==> src/rtl/shift_add_binary_multiplier_pkg.sv <==
// rtl/shift_add_binary_multiplier_pkg.sv - shared state type and width helper for the shift-add multiplier
package shift_add_pkg;

  typedef enum logic [1:0] {
    LOAD = 2'd0,
    CALC = 2'd1,
    DONE = 2'd2
  } state_t;

  function automatic int cnt_width(input int n);
    return $clog2(n + 1);
  endfunction

endpackage

==> src/rtl/shift_add_binary_multiplier_datapath.sv <==
// rtl/shift_add_binary_multiplier_datapath.sv - multiplicand, accumulator, adder and multiplier shift register
// Optional SHIFT_ADD_EARLY_TERM_EN: tracks the unshifted multiplier bits to flag early completion.
module shift_add_datapath #(
  parameter int m = 4,
  parameter int n = 4
) (
  input  logic           clk,
  input  logic           rst,
  input  logic           load,
  input  logic           step,
  input  logic [m-1:0]   a,
  input  logic [n-1:0]   b,
  output logic [m+n-1:0] prod_next,
  output logic           rest_zero
);

  logic [m-1:0]   mcand;
  logic [m:0]     acc;
  logic [n-1:0]   mplier;
  logic [m:0]     sum;
  logic [m+n:0]   shifted;

  // acc[m] is always zero after a shift, so the add can never lose a carry
  always_comb begin
    sum       = acc + (mplier[0] ? {1'b0, mcand} : '0);
    shifted   = {sum, mplier} >> 1;
    prod_next = shifted[m+n-1:0];
  end

  always_ff @(posedge clk or posedge rst) begin
    if (rst) begin
      mcand  <= '0;
      acc    <= '0;
      mplier <= '0;
    end else if (load) begin
      mcand  <= a;
      acc    <= '0;
      mplier <= b;
    end else if (step) begin
      acc    <= shifted[m+n:n];
      mplier <= shifted[n-1:0];
    end
  end

`ifdef SHIFT_ADD_EARLY_TERM_EN
  logic [n-1:0] rem;

  // rem holds the multiplier bits not yet consumed, current bit in rem[0]
  always_ff @(posedge clk or posedge rst) begin
    if (rst)       rem <= '0;
    else if (load) rem <= b;
    else if (step) rem <= rem >> 1;
  end

  assign rest_zero = (rem >> 1) == '0;
`else
  assign rest_zero = 1'b0;
`endif

endmodule

==> src/rtl/shift_add_binary_multiplier.sv <==
// rtl/shift_add_binary_multiplier.sv - sequential shift-and-add unsigned multiplier, one bit per clock
// Optional SHIFT_ADD_EARLY_TERM_EN: finish as soon as the remaining multiplier bits are zero.
module shift_add_binary_multiplier
  import shift_add_pkg::*;
#(
  parameter int m = 4,
  parameter int n = 4
) (
  input  logic           clk,
  input  logic           rst,
  input  logic [m-1:0]   A,
  input  logic [n-1:0]   B,
  output logic [m+n-1:0] C
);

  localparam int             cw       = cnt_width(n);
  localparam logic [cw-1:0]  last_cnt = cw'(n - 1);

  state_t         state, state_n;
  logic [cw-1:0]  count;
  logic           load, step, finish, rest_zero;
  logic [m+n-1:0] prod_next, aligned;

  shift_add_datapath #(.m(m), .n(n)) u_datapath (
    .clk       (clk),
    .rst       (rst),
    .load      (load),
    .step      (step),
    .a         (A),
    .b         (B),
    .prod_next (prod_next),
    .rest_zero (rest_zero)
  );

  // an early finish still owes (last_cnt - count) shifts; on the final step this is zero
  assign aligned = prod_next >> (last_cnt - count);

  always_comb begin
    state_n = state;
    load    = 1'b0;
    step    = 1'b0;
    finish  = 1'b0;
    case (state)
      LOAD: begin
        load    = 1'b1;
        state_n = CALC;
      end
      CALC: begin
        step = 1'b1;
        if (count == last_cnt || rest_zero) begin
          finish  = 1'b1;
          state_n = DONE;
        end
      end
      DONE:    state_n = DONE;
      default: state_n = LOAD;
    endcase
  end

  always_ff @(posedge clk or posedge rst) begin
    if (rst) begin
      state <= LOAD;
      count <= '0;
      C     <= '0;
    end else begin
      state <= state_n;
      if (load)      count <= '0;
      else if (step) count <= count + 1'b1;
      if (finish)    C <= aligned;
    end
  end

endmodule

==> config.mk <==
export PLATFORM = sky130hd
export DESIGN_NAME = shift_add_binary_multiplier
export DESIGN_NICKNAME = d
export VERILOG_FILES = /design/src/rtl/shift_add_binary_multiplier_pkg.sv /design/src/rtl/shift_add_binary_multiplier_datapath.sv /design/src/rtl/shift_add_binary_multiplier.sv
export SDC_FILE = /design/constraint.sdc
export NUM_CORES = 1
export LEC_CHECK = 0
export ABC_CLOCK_PERIOD_IN_PS = 1900
export CAP_MARGIN = 20
export CELL_PAD_IN_SITES_DETAIL_PLACEMENT = 0
export CELL_PAD_IN_SITES_GLOBAL_PLACEMENT = 2
export CORE_MARGIN = 4
export CORE_UTILIZATION = 34
export DETAILED_ROUTE_END_ITERATION = 6
export PLACE_DENSITY = 0.78
export SLEW_MARGIN = 10
export SYNTH_ARGS = -nofsm -noshare
export SYNTH_HDL_FRONTEND = slang
export SYNTH_SLANG_ARGS = --single-unit
==> constraint.sdc <==
create_clock -name clk -period 1.9 [get_ports clk]
set_input_delay 0.285 -clock clk [delete_from_list [all_inputs] [get_ports clk]]
set_output_delay 0.285 -clock clk [all_outputs]
set_load 0.01 [all_outputs]
==> flow_metrics.py <==
metrics = {
    "die": {
        "ios": 18,
        "dieArea_um2": 4719,
        "die_h_um": 68.70,
        "initial_core_util": 0.3639,
        "core-area_um2": 3442,
        "fp.dieW_um": 68.70,
        "row_count": 21,
    },
    "worst_hold_path": {
        "hp-class": "input pin to asynchronous set/reset pin",
    },
    "run": {
        "maxCapViolCount": 0,
    },
    "timing": {
        "clock_skew_ns": 0.002833,
        "post-route-min-period_ns": 1.716,
        "max_freq_mhz": 582.9,
        "hold_viol": 0,
        "max-slew-margin-rel": 0.7837,
        "grt_setup_unrepaired": "no",
        "fin_crit_sh": 0.9029,
        "tightest_slew_ns": 0.3244,
        "setup_tns_ns": 0,
        "whs_ns": 0.3722,
        "slew_viol_final": 0,
        "setup_viol": 0,
    },
    "synthesis": {
        "synth_cell_type_count": 25,
        "synth_ff_type": "dfrtp_1",
        "ys_top_cells_by_area": "dfrtp_1 50%, mux2i_1 7.2%, ha_1 7.0%, nand2_1 5.1%, mux2_2 4.5%",
        "syn_area_per_cell_um2": 10.80,
        "synth_nets": 134,
        "ys_seq_area_frac": 0.4995,
        "synth-seq-cells": 25,
        "synthArstFlopShare": 1.000,
        "synthCells": 116,
        "synth_top_area_frac": 0.4995,
        "ys_warn_count": 0,
        "synth_area_leader_cell": "dfrtp_1",
        "synth_edf_count": 0,
        "syn_area_um2": 1252,
    },
    "clock_tree": {
        "cts-root-buf": "clkbuf_8",
        "hold_buffers": 0,
        "ctsResizeCount": 0,
        "cts_buffers": 3,
        "clock_sinks": 25,
        "cts_max_path_buffers": 2,
        "cts_max_level": 1,
        "clk_pin_slew_worst_paths_ns": 0.08,
        "clk_latency_ns": 0.26,
        "tritoncts": "done",
        "postCtsSetupBuffers": 0,
    },
    "setup_path": {
        "cpMaxStageDelayCell": "dfrtp_1",
        "max_stage_delay_ns": 0.40,
        "critPathArrivalTime_ns": 1.89,
        "worstPathMaxFanout": 5,
        "critPathKind": "register to register",
        "crit_top_cell": "inv_1",
        "cp_num_buf_inv": 2,
        "critPathTopFamily": "adder cells",
        "worstPathCellList": "and2_1 > ha_1 > inv_1 > fa_1 > inv_1 > a21o_1 > a21oi_1 > a211oi_1",
        "worst_setup_path_end_kind": "register",
        "worstPathRequired_ns": 2.08,
        "worstSetupStartpointType": "register",
    },
    "power_and_ir_drop": {
        "ir_drop_v": 0.0004846,
        "leakagePower_nw": 0.7122,
        "p_total_mw": 1.206,
        "powerDensity_nw_per_um2": 788.8,
    },
    "grt": {
        "grt_max_degree": 26,
        "gr-total-overflow": 0,
        "grt_pass1_vias": 880,
        "track_usage": 0.1168,
        "grt_pass1_wl_mm": 4.036,
        "antenna_found_initial": 0,
    },
    "detailed_routing": {
        "route.detailed.drc": 0,
        "drtPass1Iterations": 4,
        "vias": 840,
        "drt-initial-drc-count": 30,
        "drt_wl_total_mm": 2.263,
        "wire_per_inst_um": 12.37,
        "vias_per_cell": 4.590,
        "drtAntennaViolNets": 0,
    },
    "placed_design": {
        "io_buffers": 17,
        "hpwl_mm": 1.734,
        "globalplace.congestion": 0.7719,
    },
    "finish": {
        "drive_gt1_frac": 0.1168,
        "nNetsFinal": 156,
        "areaGrowthSynthToFinish_pct": 22.08,
        "fin_util": 0.4442,
        "fill_cells": 353,
        "n_antenna_cell": 0,
    },
    "status": {
        "status": "complete, no violations",
    },
}
==> worst min-delay path, delay by kind of cell <==
| family | cells | cell delay [ns] |
|---|---|---|
| buffers and inverters | 3 | 0.76 |
==> worst paths after layout <==
| path | slack, ns | cells past startpoint | start | endpoint |
|---|---|---|---|---|
| min reg2reg | 0.48 | 2 | C[7] | C[7] |
| min in group clk | 0.48 | 2 | C[7] | C[7] |
| max | 0.18 | 8 | u_datapath.mplier[0] | u_datapath.acc[3] |
| max reg2reg | 0.18 | 8 | u_datapath.mplier[0] | u_datapath.acc[3] |
| min | 0.37 | 3 | rst | C[0] |
| max in group asynchronous | 1.28 | 3 | rst | u_datapath.mcand[2] |
==> layout make-up <==
cell class / instances / area, um^2 / area share
Tap cell: 46 / 57.56 / 0.03764
Sequential cell: 25 / 625.6 / 0.4092
Inverter: 8 / 30.03 / 0.01964
Timing Repair Buffer: 23 / 215.2 / 0.1408
Multi-Input combinational cell: 77 / 555.5 / 0.3633
Clock buffer: 4 / 45.04 / 0.02946
==> report_power, final <==
part	switching, mW	total (mW)	internal (mW)
sequential	0.0428	0.644	0.601
combinational	0.114	0.252	0.138
clock	0.160	0.310	0.150
total	0.317	1.21	0.889
==> synthesized netlist by cell type, types with 2 or more instances <==
cell and instances:
xor2_1 3, o21ai_1 4, dfrtp_1 25, nor2_1 6, buf_2 3, inv_1 8
and2_1 3, mux2_2 5, buf_4 2, nor2b_1 2, a21o_1 2, o21ai_0 10
ha_1 7, nand2_1 17, mux2i_1 9
==> cell families after synthesis <==
group,share of synthesized area
buf+inv,0.05694
mux,0.1169
simple gates,0.1209
xor+xnor,0.02798
flops,0.4995
fa+ha+maj,0.08591
compound gates,0.09191
==> cells in the final DEF (no fill, tap or decap), types with 2 or more instances in the layout <==
master / n
a21o_1: 2
and2_1: 3
buf_4: 6
clkbuf_8: 3
clkdlybuf4s50_1: 17
dfrtp_1: 25
ha_1: 7
inv_1: 8
mux2_2: 5
mux2i_1: 9
nand2_1: 17
nor2_1: 6
nor2b_1: 2
o21ai_0: 10
o21ai_1: 4
xor2_1: 3
==> per-layer routing <==
metal | GRT usage | part of all wire
met1 | 0.1547 | 0.49
met2 | 0.1836 | 0.46
met3 | 0.03890 | 0.041
met4 | 0.02920 | 0.0057
met5 | 0 | 0
==> state kept, by name, indices dropped and copies added, names as in the netlist <==
signal and flops:
u_datapath.mcand 4, count 3, C 8, u_datapath.mplier 4, state 2, u_datapath.acc 4
==> metrics by stage <==
stage	instance area [um^2]	std cells	worst slack [ns]
after global placement	1484	179	0.2629
after global routing	1529	183	0.02482
final	1529	183	0.1845
after detailed placement	1484	179	0.1615
after floorplan	1252	116	0.3283
after CTS	1529	183	0.1684
(Power assumes the default switching activity.)
